===== config.mk =====
export PLATFORM = sky130hd
export DESIGN_NAME = dmem_arbiter_flat
export DESIGN_NICKNAME = d
export VERILOG_FILES = /design/src/rtl/dmem_arbiter_if.sv /design/src/rtl/dmem_arbiter.sv /design/src/flat_wrapper.sv
export SDC_FILE = /design/constraint.sdc
export NUM_CORES = 1
export LEC_CHECK = 0
export CELL_PAD_IN_SITES_DETAIL_PLACEMENT = 1
export CELL_PAD_IN_SITES_GLOBAL_PLACEMENT = 1
export CORE_MARGIN = 2
export CORE_UTILIZATION = 33
export DETAILED_ROUTE_END_ITERATION = 6
export GPL_TIMING_DRIVEN = 0
export PLACE_DENSITY = 0.91
export SYNTH_ARGS = -nofsm -noshare
export SYNTH_HDL_FRONTEND = slang
export SYNTH_SLANG_ARGS = --single-unit

===== constraint.sdc =====
create_clock -name clk -period 3.9 [get_ports clk]
set_clock_uncertainty 0.15 [all_clocks]
set_input_delay 0.78 -clock clk [delete_from_list [all_inputs] [get_ports clk]]
set_output_delay 0.78 -clock clk [all_outputs]
set_load 0.005 [all_outputs]

===== src/rtl/dmem_arbiter_if.sv =====
// Bus bundle between the two requesters, the arbiter and DataMemory.
// Latency: n/a (wiring only).
// Backpressure: req is held by a requester until its one-cycle ack.
// Ports:
//   p0_* / p1_*        request/ack/data signals for the CPU port and secondary master
//   mem_*              single-port DataMemory access signals
//   busy               arbiter has an access in flight
// Modports:
//   slave  - the arbiter side
//   master - the requester/memory side (testbench or top level)
interface dmem_arbiter_if #(
   parameter int ADDR_W = 9,
   parameter int DATA_W = 16
);
   logic              p0_req;
   logic              p0_we;
   logic [ADDR_W-1:0] p0_addr;
   logic [DATA_W-1:0] p0_wdata;
   logic [DATA_W-1:0] p0_rdata;
   logic              p0_ack;

   logic              p1_req;
   logic              p1_we;
   logic [ADDR_W-1:0] p1_addr;
   logic [DATA_W-1:0] p1_wdata;
   logic [DATA_W-1:0] p1_rdata;
   logic              p1_ack;

   logic              mem_read_write;
   logic [ADDR_W-1:0] mem_addr;
   logic [DATA_W-1:0] mem_data_out;
   logic [DATA_W-1:0] mem_data_in;
   logic              busy;

   modport slave (
      input  p0_req, p0_we, p0_addr, p0_wdata,
      output p0_rdata, p0_ack,
      input  p1_req, p1_we, p1_addr, p1_wdata,
      output p1_rdata, p1_ack,
      output mem_read_write, mem_addr, mem_data_out,
      input  mem_data_in,
      output busy
   );

   modport master (
      output p0_req, p0_we, p0_addr, p0_wdata,
      input  p0_rdata, p0_ack,
      output p1_req, p1_we, p1_addr, p1_wdata,
      input  p1_rdata, p1_ack,
      input  mem_read_write, mem_addr, mem_data_out,
      output mem_data_in,
      input  busy
   );
endinterface


===== src/rtl/dmem_arbiter.sv =====
// Two-port arbiter/sequencer in front of the single-port DataMemory (CPU port 0, loader/DMA port 1).
// Latency: req seen at edge N -> memory access in cycle N+1 -> ack (and read data) in cycle N+2.
// Backpressure: requesters hold req until their 1-cycle ack; a port is masked while completing and in its ack cycle.
// Ports: clk, rst_n (async active-low); bus (dmem_arbiter_if.slave) carrying both request ports,
//        the DataMemory access signals and busy.
// Build option: define DMEM_ARB_RR_EN for round-robin between simultaneous requests;
//        otherwise port 0 has fixed priority.
module dmem_arbiter #(
   parameter int ADDR_W = 9,
   parameter int DATA_W = 16
) (
   input  logic          clk,
   input  logic          rst_n,
   dmem_arbiter_if.slave bus
);

   typedef enum logic {
      S_IDLE   = 1'b0,
      S_ACCESS = 1'b1
   } state_t;

   state_t            r_state;
   state_t            w_state_nxt;

   // Latched winning request; inputs are ignored after grant.
   logic              r_we;
   logic [ADDR_W-1:0] r_addr;
   logic [DATA_W-1:0] r_wdata;
   logic              r_port;

   logic              r_p0_ack;
   logic              r_p1_ack;
   logic [DATA_W-1:0] r_p0_rdata;
   logic [DATA_W-1:0] r_p1_rdata;

`ifdef DMEM_ARB_RR_EN
   logic              r_last_grant;
`endif

   logic              w_elig0;
   logic              w_elig1;
   logic              w_load;
   logic              w_sel;
   logic              w_done;
   logic              w_in_access;

   assign w_in_access = (r_state == S_ACCESS);

   // A port is not eligible in its own ack cycle nor while its access is completing,
   // so a held req becomes a fresh request only after the ack cycle.
   assign w_elig0 = bus.p0_req & ~r_p0_ack & ~(w_in_access & (r_port == 1'b0));
   assign w_elig1 = bus.p1_req & ~r_p1_ack & ~(w_in_access & (r_port == 1'b1));

   always_comb begin
      w_state_nxt = r_state;
      w_load      = 1'b0;
      w_sel       = 1'b0;
      w_done      = 1'b0;
      case (r_state)
         S_IDLE: begin
            if (w_elig0 | w_elig1) begin
               w_load      = 1'b1;
               w_state_nxt = S_ACCESS;
               if (w_elig0 & w_elig1) begin
`ifdef DMEM_ARB_RR_EN
                  w_sel = ~r_last_grant;
`else
                  w_sel = 1'b0;
`endif
               end else begin
                  w_sel = w_elig1;
               end
            end
         end
         S_ACCESS: begin
            w_done = 1'b1;
            // Only the other port can follow back-to-back; the finishing one is masked.
            if (r_port ? w_elig0 : w_elig1) begin
               w_load = 1'b1;
               w_sel  = ~r_port;
            end else begin
               w_state_nxt = S_IDLE;
            end
         end
         default: w_state_nxt = S_IDLE;
      endcase
   end

   always_ff @(posedge clk or negedge rst_n) begin
      if (!rst_n) begin
         r_state      <= S_IDLE;
         r_we         <= 1'b0;
         r_addr       <= '0;
         r_wdata      <= '0;
         r_port       <= 1'b0;
         r_p0_ack     <= 1'b0;
         r_p1_ack     <= 1'b0;
         r_p0_rdata   <= '0;
         r_p1_rdata   <= '0;
`ifdef DMEM_ARB_RR_EN
         r_last_grant <= 1'b1;
`endif
      end else begin
         r_state <= w_state_nxt;
         if (w_load) begin
            r_we         <= w_sel ? bus.p1_we    : bus.p0_we;
            r_addr       <= w_sel ? bus.p1_addr  : bus.p0_addr;
            r_wdata      <= w_sel ? bus.p1_wdata : bus.p0_wdata;
            r_port       <= w_sel;
`ifdef DMEM_ARB_RR_EN
            r_last_grant <= w_sel;
`endif
         end
         r_p0_ack <= w_done & ~r_port;
         r_p1_ack <= w_done &  r_port;
         // Writes leave the port's last read data untouched.
         if (w_done & ~r_we & ~r_port) r_p0_rdata <= bus.mem_data_in;
         if (w_done & ~r_we &  r_port) r_p1_rdata <= bus.mem_data_in;
      end
   end

   // Memory drive is gated by state so reset drops a write immediately.
   assign bus.mem_read_write = w_in_access & r_we;
   assign bus.mem_addr       = w_in_access ? r_addr  : '0;
   assign bus.mem_data_out   = w_in_access ? r_wdata : '0;
   assign bus.busy           = w_in_access;

   assign bus.p0_ack   = r_p0_ack;
   assign bus.p1_ack   = r_p1_ack;
   assign bus.p0_rdata = r_p0_rdata;
   assign bus.p1_rdata = r_p1_rdata;

endmodule


===== src/flat_wrapper.sv =====
// flat-port wrapper written by rule: the top's interface ports become plain ports
module dmem_arbiter_flat 
#(
   parameter int ADDR_W = 9,
   parameter int DATA_W = 16
)
  (clk, rst_n, bus_p0_req, bus_p0_we, bus_p0_addr, bus_p0_wdata, bus_p0_rdata, bus_p0_ack, bus_p1_req, bus_p1_we, bus_p1_addr, bus_p1_wdata, bus_p1_rdata, bus_p1_ack, bus_mem_read_write, bus_mem_addr, bus_mem_data_out, bus_mem_data_in, bus_busy);
  dmem_arbiter_if #(.ADDR_W(ADDR_W), .DATA_W(DATA_W)) bus_i ();
  input  logic clk;
  input  logic rst_n;
  input wire logic [$bits(bus_i.p0_req)-1:0] bus_p0_req;
  input wire logic [$bits(bus_i.p0_we)-1:0] bus_p0_we;
  input wire logic [$bits(bus_i.p0_addr)-1:0] bus_p0_addr;
  input wire logic [$bits(bus_i.p0_wdata)-1:0] bus_p0_wdata;
  output wire logic [$bits(bus_i.p0_rdata)-1:0] bus_p0_rdata;
  output wire logic [$bits(bus_i.p0_ack)-1:0] bus_p0_ack;
  input wire logic [$bits(bus_i.p1_req)-1:0] bus_p1_req;
  input wire logic [$bits(bus_i.p1_we)-1:0] bus_p1_we;
  input wire logic [$bits(bus_i.p1_addr)-1:0] bus_p1_addr;
  input wire logic [$bits(bus_i.p1_wdata)-1:0] bus_p1_wdata;
  output wire logic [$bits(bus_i.p1_rdata)-1:0] bus_p1_rdata;
  output wire logic [$bits(bus_i.p1_ack)-1:0] bus_p1_ack;
  output wire logic [$bits(bus_i.mem_read_write)-1:0] bus_mem_read_write;
  output wire logic [$bits(bus_i.mem_addr)-1:0] bus_mem_addr;
  output wire logic [$bits(bus_i.mem_data_out)-1:0] bus_mem_data_out;
  input wire logic [$bits(bus_i.mem_data_in)-1:0] bus_mem_data_in;
  output wire logic [$bits(bus_i.busy)-1:0] bus_busy;
  assign bus_i.p0_req = bus_p0_req;
  assign bus_i.p0_we = bus_p0_we;
  assign bus_i.p0_addr = bus_p0_addr;
  assign bus_i.p0_wdata = bus_p0_wdata;
  assign bus_p0_rdata = bus_i.p0_rdata;
  assign bus_p0_ack = bus_i.p0_ack;
  assign bus_i.p1_req = bus_p1_req;
  assign bus_i.p1_we = bus_p1_we;
  assign bus_i.p1_addr = bus_p1_addr;
  assign bus_i.p1_wdata = bus_p1_wdata;
  assign bus_p1_rdata = bus_i.p1_rdata;
  assign bus_p1_ack = bus_i.p1_ack;
  assign bus_mem_read_write = bus_i.mem_read_write;
  assign bus_mem_addr = bus_i.mem_addr;
  assign bus_mem_data_out = bus_i.mem_data_out;
  assign bus_i.mem_data_in = bus_mem_data_in;
  assign bus_busy = bus_i.busy;
  dmem_arbiter #(.ADDR_W(ADDR_W), .DATA_W(DATA_W)) u_core (.clk(clk), .rst_n(rst_n), .bus(bus_i));
endmodule

==> After elaboration in Yosys (flattened, before gate mapping) <==
Index checks and enable logic that the tools add are counted.
{ "totals": {"out_inout_bits": 61, "wordCells": 44, "regBits": 62, "input_bits": 72} }
{ "classes": {"n_mux": 14, "n_bitwise": 21} }
{ "op_table": {"columns": ["operator", "count"], "rows": [
  ["2-to-1 mux 16 bit", 2],
  ["2-to-1 mux 9 bit", 2],
  ["AND 1 bit", 13],
  ["2-to-1 mux 1 bit", 8],
  ["inverter 1 bit", 7],
  ["one-hot mux 1 bit (2 select lines)", 2],
  ["bitwise OR 1 bit", 1]
]} }

==> Longest topological paths before layout <==
{ "depth": {"depth_word": 9, "ltp_mapped": 7, "ltp_nobuf": 4} }

==> Least setup slack after synthesis <==
OpenSTA, ideal clock, no wires.
{ "synth_path": {"path_type": "input to register", "start": "input port bus_p1_req", "end": "register u_core.r_wdata[10]", "setup_ns": 0.127, "path_slack_ns": 2.034, "required_ns": 3.623, "path_buffers": 2, "path_stages": 6, "t_arrival_ns": 1.589, "cell_sequence": "and2b_1 o211a_1 buf_2 buf_4 a22oi_1 o21ai_1"} }
{ "synth_via": {"elab_chain_len": 7, "elab_cells_between_ends": 13, "cone_classes": "mux (9); bitwise (4)"} }
{ "synth_lines": {"columns": ["item", "line_no", "source"], "rows": [
  ["start: declaration", "flat_wrapper.sv:17", "input wire logic [$bits(bus_i.p1_req)-1:0] bus_p1_req;"],
  ["AND 1 bit (*) (2 in series)", "dmem_arbiter.sv:52", "assign w_elig1 = bus.p1_req & ~r_p1_ack & ~(w_in_access & (r_port == 1'b1));"],
  ["AND 1 bit", "dmem_arbiter.sv:64", "if (w_elig0 & w_elig1) begin"],
  ["2-to-1 mux 1 bit", "dmem_arbiter.sv:64", null],
  ["2-to-1 mux 1 bit", "dmem_arbiter.sv:61", "if (w_elig0 | w_elig1) begin"],
  ["one-hot mux 1 bit (2 select lines)", "dmem_arbiter.sv:59", "case (r_state)"],
  ["2-to-1 mux 16 bit", "dmem_arbiter.sv:108", "r_wdata <= w_sel ? bus.p1_wdata : bus.p0_wdata;"],
  ["end signal: assignment", "dmem_arbiter.sv:108", null],
  ["end: declaration", "dmem_arbiter.sv:28", "logic [DATA_W-1:0] r_wdata;"]
]} }
Mark *: on every way between the ends. The rest lies on a longest branch, timed or not.
A chain may end at the register's enable or synchronous reset.

==> Worst setup path in the final report <==
{ "layout_path": {"start": "register u_core.r_state, in the netlist u_core.bus.busy", "end": "output port bus_mem_addr[5]"} }
{ "layout_via": {"elab_chain_len": 1} }
{ "layout_lines": {"columns": ["item", "line_no", "source"], "rows": [
  ["start: declaration", "dmem_arbiter.sv:22", "state_t r_state;"],
  ["start signal: assignment", "dmem_arbiter.sv:104", "r_state <= w_state_nxt;"],
  ["2-to-1 mux 9 bit", "dmem_arbiter.sv:124", "assign bus.mem_addr = w_in_access ? r_addr : '0;"],
  ["end: declaration", "flat_wrapper.sv:24", "output wire logic [$bits(bus_i.mem_addr)-1:0] bus_mem_addr;"]
]} }
No other way between the ends.

==> flow_summary.ini <==
[logic_synthesis]
synth_area_leaders = dfrtp_1 (55%), mux2_4 (11%), a22oi_1 (7.0%)
syn_nets = 295
synth_ff_type = dfrtp_1
netlist_instances = 223
synth.cells.most_frequent = dfrtp_1 (62), a22oi_1 (26), and2_1 (26), inv_1 (26), mux2_4 (20)
synth_top_area_cell = dfrtp_1
yosysMostFrequentCell = dfrtp_1
synth_edf_count = 0
synth_top_area_share_pct = 55.4
synth-async-reset-ratio_pct = 100
synth_area_per_cell_um2 = 12.6
seq_area_frac_synth_pct = 55.4
yosys_register_bits = 62
synth_cell_type_count = 24
ys.warnings.count = 0
syn_area_um2 = 2800

[finish]
seqCellArea_um2 = 1550
n_antenna_cell = 0
area_growth_pct = 59.8
multi_input_area_um2 = 1050
fillers = 871
nets = 439
drive_gt1_share_pct = 18.5

[routing]
antenna_left = 0
first_iter_violations = 44
wirelength_um = 7930
vias = 2252
vias_per_cell = 4.72
wl_per_cell_um = 16.6
detail_route.first_pass.iterations = 4
drc_errors = 0

[place]
gp_congestion = 0.676
port_buffers = 132
dp_hpwl_um = 6200
place_ws_ns = 1.31

[hold_path]
min_path_type = in -> async

[grt]
overflow = 0
antenna_found_initial = 0
grt_pass1_wl_um = 12400
grt_max_degree = 33
grt_pass1_vias = 2518
track_usage_pct = 17.8

[floorplanning]
io_pins = 133
num_rows = 33
start_util_pct = 34.1
die_w_um = 96.2
die_h_um = 96.2
core_area_um2 = 8220
die_area_um2 = 9250

[sta]
fin_crit_sh_pct = 72.6
setup_viol = 0
finalHoldViolations = 0
min_period_ns = 2.83
slew_headroom_pct = 50.8
worstMarginPinSlew_ns = 0.738
rsz0062_at_grt = false
max_freq_mhz = 353
setup_slack_ns = 1.07
maxSlewViolCount = 0
setup_tns_ns = 0

[worst_setup_path]
crit_fanout = 10
critPathCaptureType = primary output
cp_data_arrival_time_ns = 1.90
worstPathRequired_ns = 2.97
rrSetupSlack_ns = 2.17
rr_worst_depth = 6
critPathKind = reg -> out
r2r-start = u_core.bus.busy$_DFF_PN0_
reg2reg_to = u_core.r_wdata[13]$_DFFE_PN0P_
startpoint_type = register

[cts]
cts_max_level = 3
cts-hold-fix-buffers = 0
clkSlewWorstSetupHoldPaths_ns = 0.08
cts_sinks = 62
cts_tree = done
cts_resized = 0
cts_setup_buffers = 0
cts_made_buffers = 9
ctsLongestPathBuffers = 2
clk_latency_ns = 0.33
cts_root_buffer = clkbuf_8

[power]
ir_drop_uv = 354
p_leak_uw = 0.00196
powerDensity_nw_per_um2 = 795

[run]
maxCapViolCount = 0

[outcome]
status = completed
power by group:
group | switching [µW] | leakage (µW) | internal [µW]
clock | 261 | 0.0000951 | 316
sequential | 186 | 0.000740 | 978
combinational | 685 | 0.00112 | 1140
total | 1130 | 0.00196 | 2430
metal layers:
| layer | wire [µm] | global-route usage (%) | share of wire [%] | up-vias |
|---|---|---|---|---|
| met5 | 0 | 0 | 0 | - |
| met4 | 57 | 4.40 | 0.72 | 0 |
| met3 | 715 | 5.32 | 9.0 | 6 |
| met2 | 4070 | 32.8 | 51 | 87 |
| met1 | 3080 | 19.8 | 39 | 1115 |
| li1 | - | - | - | 1044 |
flip-flops by register name (all words and copies together), names as in the netlist:
name                 count
u_core.r_we              1
u_core.bus.p1_ack        1
u_core.bus.p1_rdata     16
u_core.r_wdata          16
u_core.bus.p0_rdata     16
u_core.bus.busy          1
u_core.r_port            1
u_core.r_addr            9
u_core.bus.p0_ack        1
through the flow:
stage / total power [µW] / util, % / cell area (µm²) / hold WS, ns / instances
floorplan: 2070 / - / 2800 / 0.334 / 223
global placement: 2950 / 51.8 / 4260 / 0.339 / 460
detailed placement: 3030 / 52.0 / 4270 / 0.345 / 461
CTS: 3630 / 54.5 / 4480 / 0.369 / 477
global route: 3820 / 54.5 / 4480 / 0.385 / 477
finish: 3560 / 54.5 / 4480 / 0.354 / 477
kinds of logic (layout without fill, tap and decap cells):
group,after synthesis,count (layout),share of synthesized area [%]
simple gates,35,35,8.97
buf+inv,40,189,7.23
flops,62,62,55.4
mux,32,32,15.5
compound gates,54,54,12.9
critical path, cell delays in order, from the launching register on:
cell	delay [ns]
dfrtp_1	0.37
buf_4	0.18
clkbuf_1	0.33
and2_1	0.18
clkdlybuf4s50_1	0.51
cell type report:
type,count,area share [%]
clock buffers,10,3.07
multi-input cells,121,23.4
repair buffers,133,29.8
clock inverters,6,1.56
inverters,27,2.26
flip-flops and latches,62,34.6
plain buffers,13,2.26
well taps,105,2.93
how the worst max path moves through the flow:
stage	startpoint	to	slack (ns)	depth (start not counted)
5_1_grt	u_core.bus.busy$_DFF_PN0_	bus_mem_addr[7]	0.87	4
2_1_floorplan	bus_p1_req	u_core.r_wdata[10]$_DFFE_PN0P_	2.03	6
3_5_place_dp	bus_p0_req	u_core.r_wdata[13]$_DFFE_PN0P_	1.31	7
4_1_cts	u_core.bus.busy$_DFF_PN0_	bus_mem_addr[5]	1.0	4
3_3_place_gp	rst_n	u_core.bus.p0_rdata[7]$_DFFE_PN0P_	-0.08	1
6_report	u_core.bus.busy$_DFF_PN0_	bus_mem_addr[5]	1.07	4
layout by cell type, fill, tap and decap left out, drive strengths merged:
master and n:
inv 28, a22oi 26, nor2b 1, buf 13, o21ai 26, clkinv 1, and2 27, nor2 3
dfrtp 62, a2bb2oi 1, mux2 32, clkinvlp 3, clkdlybuf4s50 131, clkbuf 12, bufinv 1, o211a 1
and2b 1, nand2b 1, nand2 2
Power figures use the tool's default switching activity.
